**src/rtl/mux_scan_n.sv**
```systemverilog
// N-channel, W-bit registered multiplexer with manual select, continuous round-robin
// scan and single-sweep modes; output is a valid/ready stream tagged with the channel.
module mux_scan_n #(
  parameter int NCH   = 8,
  parameter int W     = 8,
  parameter int DWELL = 4,
  localparam int SELW = $clog2(NCH)
) (
  input  logic               clk,
  input  logic               rst,
  input  logic [NCH*W-1:0]   in_data,
  input  logic [SELW-1:0]    sel,
  input  logic [1:0]         mode,
  input  logic               start,
  input  logic [NCH-1:0]     ch_mask,
  output logic [W-1:0]       out_data,
  output logic [SELW-1:0]    out_ch,
  output logic               out_valid,
  input  logic               out_ready,
  output logic               sweep_done,
  output logic               busy,
  output logic [1:0]         dbg_state
);

  localparam int CW = (DWELL > 1) ? $clog2(DWELL + 1) : 1;

  localparam logic [1:0] M_MANUAL = 2'b00;
  localparam logic [1:0] M_SCAN   = 2'b01;
  localparam logic [1:0] M_SWEEP  = 2'b10;
  localparam logic [1:0] M_HOLD   = 2'b11;

  typedef enum logic [1:0] {S_IDLE, S_CAPTURE, S_HOLD, S_DWELL} state_t;

  // Stream handshake: a beat transfers in any cycle where out_valid & out_ready.
  // While out_valid & !out_ready, out_data/out_ch are frozen; out_valid never drops
  // without an acceptance except on reset.

  state_t            state_q;
  logic [SELW-1:0]   ptr_q;
  logic [CW-1:0]     dwell_q;
  logic [W-1:0]      out_data_q;
  logic [SELW-1:0]   out_ch_q;
  logic              out_valid_q;
  logic              sweep_done_q;

  logic              reg_free_d;
  logic              accept_d;
  logic              mask_any_d;
  logic [SELW-1:0]   nxt_ptr_d;
  logic [SELW-1:0]   first_ptr_d;
  logic [W-1:0]      sel_data_d;
  logic [W-1:0]      ptr_data_d;

  // First enabled channel strictly after p, wrapping; returns p when the mask is empty.
  function automatic logic [SELW-1:0] nxt_of(input logic [SELW-1:0] p,
                                             input logic [NCH-1:0]  m);
    logic [SELW-1:0] r;
    logic            found;
    int              idx;
    r     = p;
    found = 1'b0;
    for (int i = 1; i <= NCH; i++) begin
      idx = (int'(p) + i) % NCH;
      if (!found && m[idx]) begin
        r     = SELW'(idx);
        found = 1'b1;
      end
    end
    return r;
  endfunction

  always_comb begin
    reg_free_d  = !out_valid_q || out_ready;
    accept_d    = out_valid_q && out_ready;
    mask_any_d  = |ch_mask;
    nxt_ptr_d   = nxt_of(ptr_q, ch_mask);
    first_ptr_d = nxt_of(SELW'(NCH - 1), ch_mask);
    sel_data_d  = '0;
    ptr_data_d  = '0;
    // Out-of-range selects fall through to zero data.
    for (int k = 0; k < NCH; k++) begin
      if (sel == SELW'(k))   sel_data_d = in_data[k*W +: W];
      if (ptr_q == SELW'(k)) ptr_data_d = in_data[k*W +: W];
    end
  end

  always_ff @(posedge clk or posedge rst) begin
    if (rst) begin
      state_q      <= S_IDLE;
      ptr_q        <= '0;
      dwell_q      <= '0;
      out_data_q   <= '0;
      out_ch_q     <= '0;
      out_valid_q  <= 1'b0;
      sweep_done_q <= 1'b0;
    end else begin
      sweep_done_q <= 1'b0;
      if (reg_free_d) out_valid_q <= 1'b0;
      case (state_q)
        S_IDLE: begin
          if (mask_any_d && (mode == M_SCAN || (mode == M_SWEEP && start))) begin
            ptr_q   <= first_ptr_d;
            state_q <= S_CAPTURE;
          end else if (mode == M_MANUAL && reg_free_d) begin
            out_data_q  <= sel_data_d;
            out_ch_q    <= sel;
            out_valid_q <= 1'b1;
          end
        end
        S_CAPTURE: begin
          // Waits here if a manual beat is still pending when a scan starts.
          if (reg_free_d) begin
            out_data_q  <= ptr_data_d;
            out_ch_q    <= ptr_q;
            out_valid_q <= 1'b1;
            state_q     <= S_HOLD;
          end
        end
        S_HOLD: begin
          if (accept_d) begin
            if (mode == M_SWEEP && mask_any_d && nxt_ptr_d <= ptr_q) begin
              sweep_done_q <= 1'b1;
              state_q      <= S_IDLE;
            end else if (!mask_any_d || mode == M_MANUAL || mode == M_HOLD) begin
              state_q <= S_IDLE;
            end else begin
              ptr_q <= nxt_ptr_d;
              if (DWELL == 0) begin
                state_q <= S_CAPTURE;
              end else begin
                dwell_q <= CW'(DWELL);
                state_q <= S_DWELL;
              end
            end
          end
        end
        S_DWELL: begin
          dwell_q <= dwell_q - 1'b1;
          if (dwell_q <= CW'(1)) state_q <= S_CAPTURE;
        end
        default: state_q <= S_IDLE;
      endcase
    end
  end

  assign out_data   = out_data_q;
  assign out_ch     = out_ch_q;
  assign out_valid  = out_valid_q;
  assign sweep_done = sweep_done_q;
  assign busy       = (state_q != S_IDLE);
  assign dbg_state  = state_q;

endmodule

```
**config.mk**
```make
export PLATFORM = sky130hd
export DESIGN_NAME = mux_scan_n
export DESIGN_NICKNAME = d
export VERILOG_FILES = /design/src/rtl/mux_scan_n.sv
export SDC_FILE = /design/constraint.sdc
export NUM_CORES = 1
export LEC_CHECK = 0
export CAP_MARGIN = 20
export CORE_ASPECT_RATIO = 1.1
export CORE_MARGIN = 2
export CORE_UTILIZATION = 44
export CTS_CLUSTER_DIAMETER = 100
export DETAILED_ROUTE_END_ITERATION = 8
export GPL_TIMING_DRIVEN = 0
export PLACE_DENSITY_LB_ADDON = 0.05
export SETUP_SLACK_MARGIN = 0.4
export SYNTH_ARGS = -nofsm -noshare
export SYNTH_HDL_FRONTEND = slang
export SYNTH_SLANG_ARGS = --single-unit
```
**constraint.sdc**
```tcl
create_clock -name clk -period 4.5 [get_ports clk]
set_input_delay 0.675 -clock clk [delete_from_list [all_inputs] [get_ports clk]]
set_output_delay 0.675 -clock clk [all_outputs]
set_load 0.1 [all_outputs]
```
# Word-level counts from Yosys, hierarchy flattened
# Cells that the tools add are included.
# totals
register_bits,21
in_bits,81
out_inout_bits,16
wordCells,225
# op_classes
n_addsub,9
magnitude_cmp,10
n_eq_ne,28
muxes,102
n_bitwise,8
reduce_logical,61
# ops
operator,count
$mux W8,19
$mux W3,26
$lt A4 B5 Y1 const B,8
$mux W1,37
$bmux W1 S3,8
$eq A3 B3 Y1 const B,8
$reduce_or A3 Y1,8
$logic_and A1 B1 Y1,20
$pmux W3 S2,3
$logic_not A1 Y1,16
$ne A2 B2 Y1 const B,8
$pmux W8 S2,1
$add A3 B3 Y3 const B,4
$eq A3 B2 Y1 const B,4
$mux W2,6
$reduce_and A4 Y1,3
$and A1 B1 Y1 const A,8
$eq A2 B2 Y1 const B,4
$pmux W2 S4,1
$reduce_bool A2 Y1,4
$reduce_or A8 Y1,1
$add A3 B1 Y3 const B,2
$add A3 B2 Y3 const B,2
$eq A3 B1 Y1 const B,2
9 further kinds,15

# Logic depth before layout (Yosys ltp)
# logic_depth
ltp_word,33
depth_mapped,19
ltp_nobuf,16

# Least setup slack after synthesis
# Ideal clock, no wire load.
# synth_timing
path_kind,flip-flop to flip-flop
startpoint,register ptr_q[1]
endpoint,register dwell_q[2]
setup_time_ns,0.065
arrival_ns,4.444
required_ns,4.435
path_slack_ns,-0.009
path_stages_with_launch,19
path_buffers,3
synth_period_minus_slack_ns,4.509
path_cell_list,dfrtp_1 -> clkbuf_1 -> inv_1 -> clkbuf_1 -> ha_1 -> buf_2 -> mux4_2 -> mux2i_1 -> a21boi_0 -> a21oi_1 -> a22o_1 -> ha_1 -> nor2b_1 -> o21ai_0 -> a32o_1 -> a22o_1 -> a22oi_1 -> a21boi_0 -> o22a_1
# synth_between
elab_chain_cells,30
elab_cells_between_ends,65
classes_between,add/sub: 8; order compare: 1; eq/ne: 1; mux: 39; reduce/logical: 16
# synth_lines
element,line,rtl
start: declaration,39,logic [SELW-1:0] ptr_q;
start signal: assignment,102,ptr_q <= first_ptr_d;
start signal: assignment,127,ptr_q <= nxt_ptr_d;
$add A3 B1 Y3,63,idx = (int'(p) + i) % NCH;
$bmux W1 S3,64,if (!found && m[idx]) begin
$mux W1 (not written as such) (2 in series),64,
$mux W1,64,
$logic_not A1 Y1,64,
$logic_and A1 B1 Y1,64,
$mux W1,64,
$logic_not A1 Y1,64,
[... 13 more ...],-,
$mux W1,64,
$logic_not A1 Y1,64,
$logic_and A1 B1 Y1,64,
$mux W3,64,
$le A3 B3 Y1 *,121,if (mode == M_SWEEP && mask_any_d && nxt_ptr_d <= ptr_q) begin
$logic_and A1 B1 Y1 *,121,
$ne A2 B2 Y1 (no source line) *,-,
$reduce_and A4 Y1 (no source line) *,-,
end signal: assignment,131,dwell_q <= CW'(DWELL);
end signal: assignment,138,dwell_q <= dwell_q - 1'b1;
end: declaration,40,logic [CW-1:0] dwell_q;
# Every way passes the cells marked *; elsewhere a longest branch is shown, timed or not. The select of a mux whose other input is x is not followed.
# A chain may end at the register's enable or synchronous reset.

# Worst setup path after layout
# layout_timing
startpoint,input ch_mask[6]
endpoint,register ptr_q[2]
# layout_between
elab_chain_cells,29
elab_cells_between_ends,76
classes_between,order compare: 1; eq/ne: 3; mux: 47; reduce/logical: 25
# layout_lines
element,line,rtl
start: declaration,15,"input logic [NCH-1:0] ch_mask,"
$bmux W1 S3,64,
$mux W1 (not written as such) (2 in series),64,
$mux W1,64,
$logic_not A1 Y1,64,
$logic_and A1 B1 Y1,64,
$mux W1,64,
$logic_not A1 Y1,64,
$logic_and A1 B1 Y1,64,
[... 12 more ...],-,
$mux W1,64,
$logic_not A1 Y1,64,
$logic_and A1 B1 Y1,64,
$mux W3,64,
$le A3 B3 Y1 / $mux W3 (equally long branches),"121, 124",
$logic_and A1 B1 Y1 / $mux W3 (equally long branches),121,
$ne A2 B2 Y1 (no source line) / $mux W3 (equally long branches),-,
$reduce_and A5 Y1 (no source line) / $pmux W3 S2 (equally long branches),-,
# Parallel ways exist; a longest one is shown, timed or not. The select of a mux whose other input is x is not followed.

==> results.md <==
* Crit end category: flop
* Post-synthesis compound-gate area fraction at 0.313
* DR WL/cell at 18.5 µm
* DIE AREA at 0.00818 mm²
* Initial antenna violation count at 0
* Core Rows at 33
* Clock transition at path regs at 80 ps
* Post-route ant nets at 0
* Crit Path Class: input port to flop
* Global-route wire length before repair at 18.0 mm
* Tcrit/Tclk final at 0.910
* Total grt overflow at 0
* Relative slew slack at 0.351
* Sink Count at 21
* Status: completed
* Largest net degree at the start of global routing at 22
* R2R depth at 20
* Synthesized area per cell at 8.02 µm²
* Non-filler cells, final at 621
* Max stage delay on crit path at 520 ps
* Asr flop ratio synth at 1.00
* Critical path data arrival time at 4270 ps
* Initial DRC count at 266
* Sequential share of the synthesized area at 0.160
* Initial Util at 0.448
* H-tree lvl count at 1
* Levels on crit path at 14
* Cell Area, Synth at 0.00329 mm²
* Num CTS Buffers at 3
* Area share of fa/ha/maj cells after synthesis at 0.0609
* Worst path bufs/invs at 1
* Main combinational cell family by area after synthesis: compound AO/OA/AOI/OAI gates
* CP Max Fanout at 7
* Vias in the first global route at 3,723
* IO Port Bufs at 94
* Layout area overhead at 44.6%
* Cell Chain, Critical Path: clkdlybuf4s50_1 -> mux4_2 -> mux2i_1 -> or3b_1 -> a21oi_1 -> a22o_1 -> ha_4 -> nor2b_1 -> o21ai_1 -> a32o_2 -> a21boi_2 -> o21bai_2 -> a21o_1 -> a221oi_2
* Final slew viol count at 0
* FILL cells at 665
* Post-Synthesis Cells at 410
* Leak at 1.92 nW
* Count of final setup violators at 0
* ANT cells at 0
* Synth cell types at 57
* Peak VDD IR at 459 µV
* Synth Warn # at 0
* GRT Total Usage at 0.277
* Achievable Freq at 244 MHz
* Placeable Area at 0.00735 mm²
* End point of the critical path: ptr_q[2]$_DFFE_PP0P_
* RSZ-0062 raised after global routing: yes
* Final Skew at 2.57 ps
* Chip Width at 86.4 µm
* Delay-heaviest family, CP: compound AO/OA/AOI/OAI gates
* Post-synthesis xor/xnor area fraction at 0.00799
* Final hold vios at 0
* Layout cells sized above 1 at 0.157
* Placed cells at 591
* Die H at 94.7 µm
* CTS Buffer Depth at 2
* Final Wtd Congestion at 0.902
* Syn Nets at 507
* Root Buffer: clkbuf_8
* Hold Path Class: flop to flop
* Detailed Route WL at 11.5 mm
* EDFF count, synth at 0
* Crit. Startpoint: ch_mask[6]
* Iteration count of the initial detailed-routing pass at 4
* Worst Path Required at 4680 ps
* Nets@finish at 632
* Max-cap viol count at 0
* Reg2reg start: ptr_q[0]$_DFFE_PP0P_
* HPWL after DPL at 8.61 mm
* Clk_lat worst skew at 270 ps
* Cts hold-fix bufs at 0
* Period minus WS final at 4100 ps
* Multiplexer share of the synthesized area at 0.199
* Crit Reg-Reg Endpoint: ptr_q[2]$_DFFE_PP0P_
* Reg2reg setup slack at 400 ps
* Vias at 3,856
* CP Launch Type: input port
* Seq cells post-synth at 21
* Worst slew pin tran at 970 ps
* Vias per Instance at 6.21
* P per Cell Area at 846 mW/mm²
* Num ports at 97
* Crit-path slowest cell: clkdlybuf4s50_1
* CTS tree: built
* Final Util at 0.647
* Pwr Total at 4.02 mW
* Simple-gate portion of the synthesized area at 0.192
* Drc violations at 0
* Synth Flop Type: dfrtp_1
## cell usage after synthesis, types with 2 or more instances
master,instances,area share
nor2_1,41,0.047
a21oi_1,39,0.059
nand2_1,25,0.029
clkbuf_1,24,0.027
inv_1,24,0.027
dfrtp_1,21,0.16
mux2i_1,19,0.058
nor2b_1,19,0.036
ha_1,16,0.061
o21ai_0,16,0.024
mux4_2,15,0.10
a22oi_1,14,0.032
a221o_1,12,0.037
mux2_2,10,0.034
nand2b_1,10,0.019
a32o_1,9,0.027
a221oi_1,8,0.021
nor3_1,8,0.012
nand3_1,7,0.011
a21o_1,6,0.014
nor4_1,6,0.011
a21boi_0,4,0.0091
a31oi_1,4,0.0076
and2_1,4,0.0076
o211ai_1,4,0.0091
o22ai_1,3,0.0057
o311a_1,3,0.0091
a22o_1,2,0.0053
a2bb2oi_1,2,0.0053
buf_1,2,0.0023
buf_2,2,0.0030
nand3b_1,2,0.0046
nor3b_1,2,0.0046
o21bai_1,2,0.0046
o31ai_1,2,0.0046
xnor2_1,2,0.0053
## power breakdown
part / switching (mW) / internal (mW) / leakage [nW]
Combinational: 2.04 / 1.52 / 1.65
Sequential: 0.0566 / 0.279 / 0.245
Clock: 0.0655 / 0.0619 / 0.0255
Total: 2.17 / 1.86 / 1.92
## worst reg2reg max path: cells and delay by family (launching register included)
family | cells | cell delay (ps)
compound gates | 7 | 1330
fa+ha+maj | 2 | 470
flops | 1 | 410
mux | 2 | 680
xor+xnor | 1 | 120
simple gates | 3 | 390
buf+inv | 5 | 600
## kinds of logic (layout without fill, tap and decap cells)
family / Yosys count / in the layout
adder cells (fa/ha/maj): 16 / 16
AND/OR/NAND/NOR: 129 / 129
flip-flops: 21 / 21
XOR/XNOR: 3 / 3
AO/OA/AOI/OAI: 141 / 141
buffers and inverters: 55 / 179
multiplexers: 45 / 45
## state kept, by name, summed over array words and instances (netlist names)
register,count
dbg_state,2
dwell_q,3
out_ch,3
out_data,8
out_valid,1
ptr_q,3
sweep_done,1
## repair_timing
item	in CTS	in global routing
gates resized for setup	31	12
endpoints found under the setup margin	9	7
pin swaps	6	11
hold endpoints to repair	0	0
setup buffers	19	7
## area by class of cell
| class | instances | area [µm²] | area share |
|---|---|---|---|
| multi-input combinational | 334 | 2660 | 0.560 |
| inverter | 25 | 100 | 0.0210 |
| timing repair buffer | 120 | 1130 | 0.239 |
| sequential | 21 | 527 | 0.111 |
| buffer | 30 | 176 | 0.0371 |
| clock inverter | 1 | 5.00 | 0.00105 |
| tap | 87 | 109 | 0.0229 |
| clock buffer | 3 | 41.3 | 0.00868 |
## per-layer routing
| metal | part of all wire | global-route usage | vias up |
|---|---|---|---|
| li1 | - | - | 1814 |
| met1 | 0.40 | 0.338 | 1841 |
| met2 | 0.51 | 0.510 | 175 |
| met3 | 0.061 | 0.0332 | 26 |
| met4 | 0.029 | 0.0742 | 0 |
| met5 | 0 | 0 | - |
## worst min path at each step
stage                            from                     end  slack (ps)  cells after the start
2_1_floorplan  dwell_q[2]$_DFFE_PP0P_  dwell_q[2]$_DFFE_PP0P_         500                      1
3_3_place_gp   dwell_q[2]$_DFFE_PP0P_  dwell_q[2]$_DFFE_PP0P_         520                      1
3_5_place_dp   dwell_q[2]$_DFFE_PP0P_  dwell_q[2]$_DFFE_PP0P_         520                      1
4_1_cts         out_ch[2]$_DFFE_PP0P_   out_ch[2]$_DFFE_PP0P_         530                      2
5_1_grt        dwell_q[2]$_DFFE_PP0P_  dwell_q[2]$_DFFE_PP0P_         560                      1
6_report       dwell_q[2]$_DFFE_PP0P_  dwell_q[2]$_DFFE_PP0P_         530                      1
## through the flow
step                      setup slack [ps]  TNS [ps]  hold slack [ps]  instance area, µm²
after floorplan                        415         0              498                3310
after global placement                -208      -629              516                4360
after detailed placement              -319     -1310              517                4360
after CTS                              402         0              535                4670
after global routing                   200         0              561                4760
final                                  404         0              529                4760
## cell usage in the layout, fill, tap and decap left out, types with 8 or more instances in the layout
cell type	count
clkdlybuf4s50_1	90
nor2_1	40
a21oi_1	39
buf_4	26
nand2_1	25
inv_1	23
clkbuf_1	21
dfrtp_1	20
nor2b_1	19
mux2i_1	17
mux4_2	15
a22oi_1	13
ha_1	13
a221o_1	12
o21ai_0	12
nand2b_1	10
mux2_2	9
a32o_1	8
(Power assumes the default switching activity.)
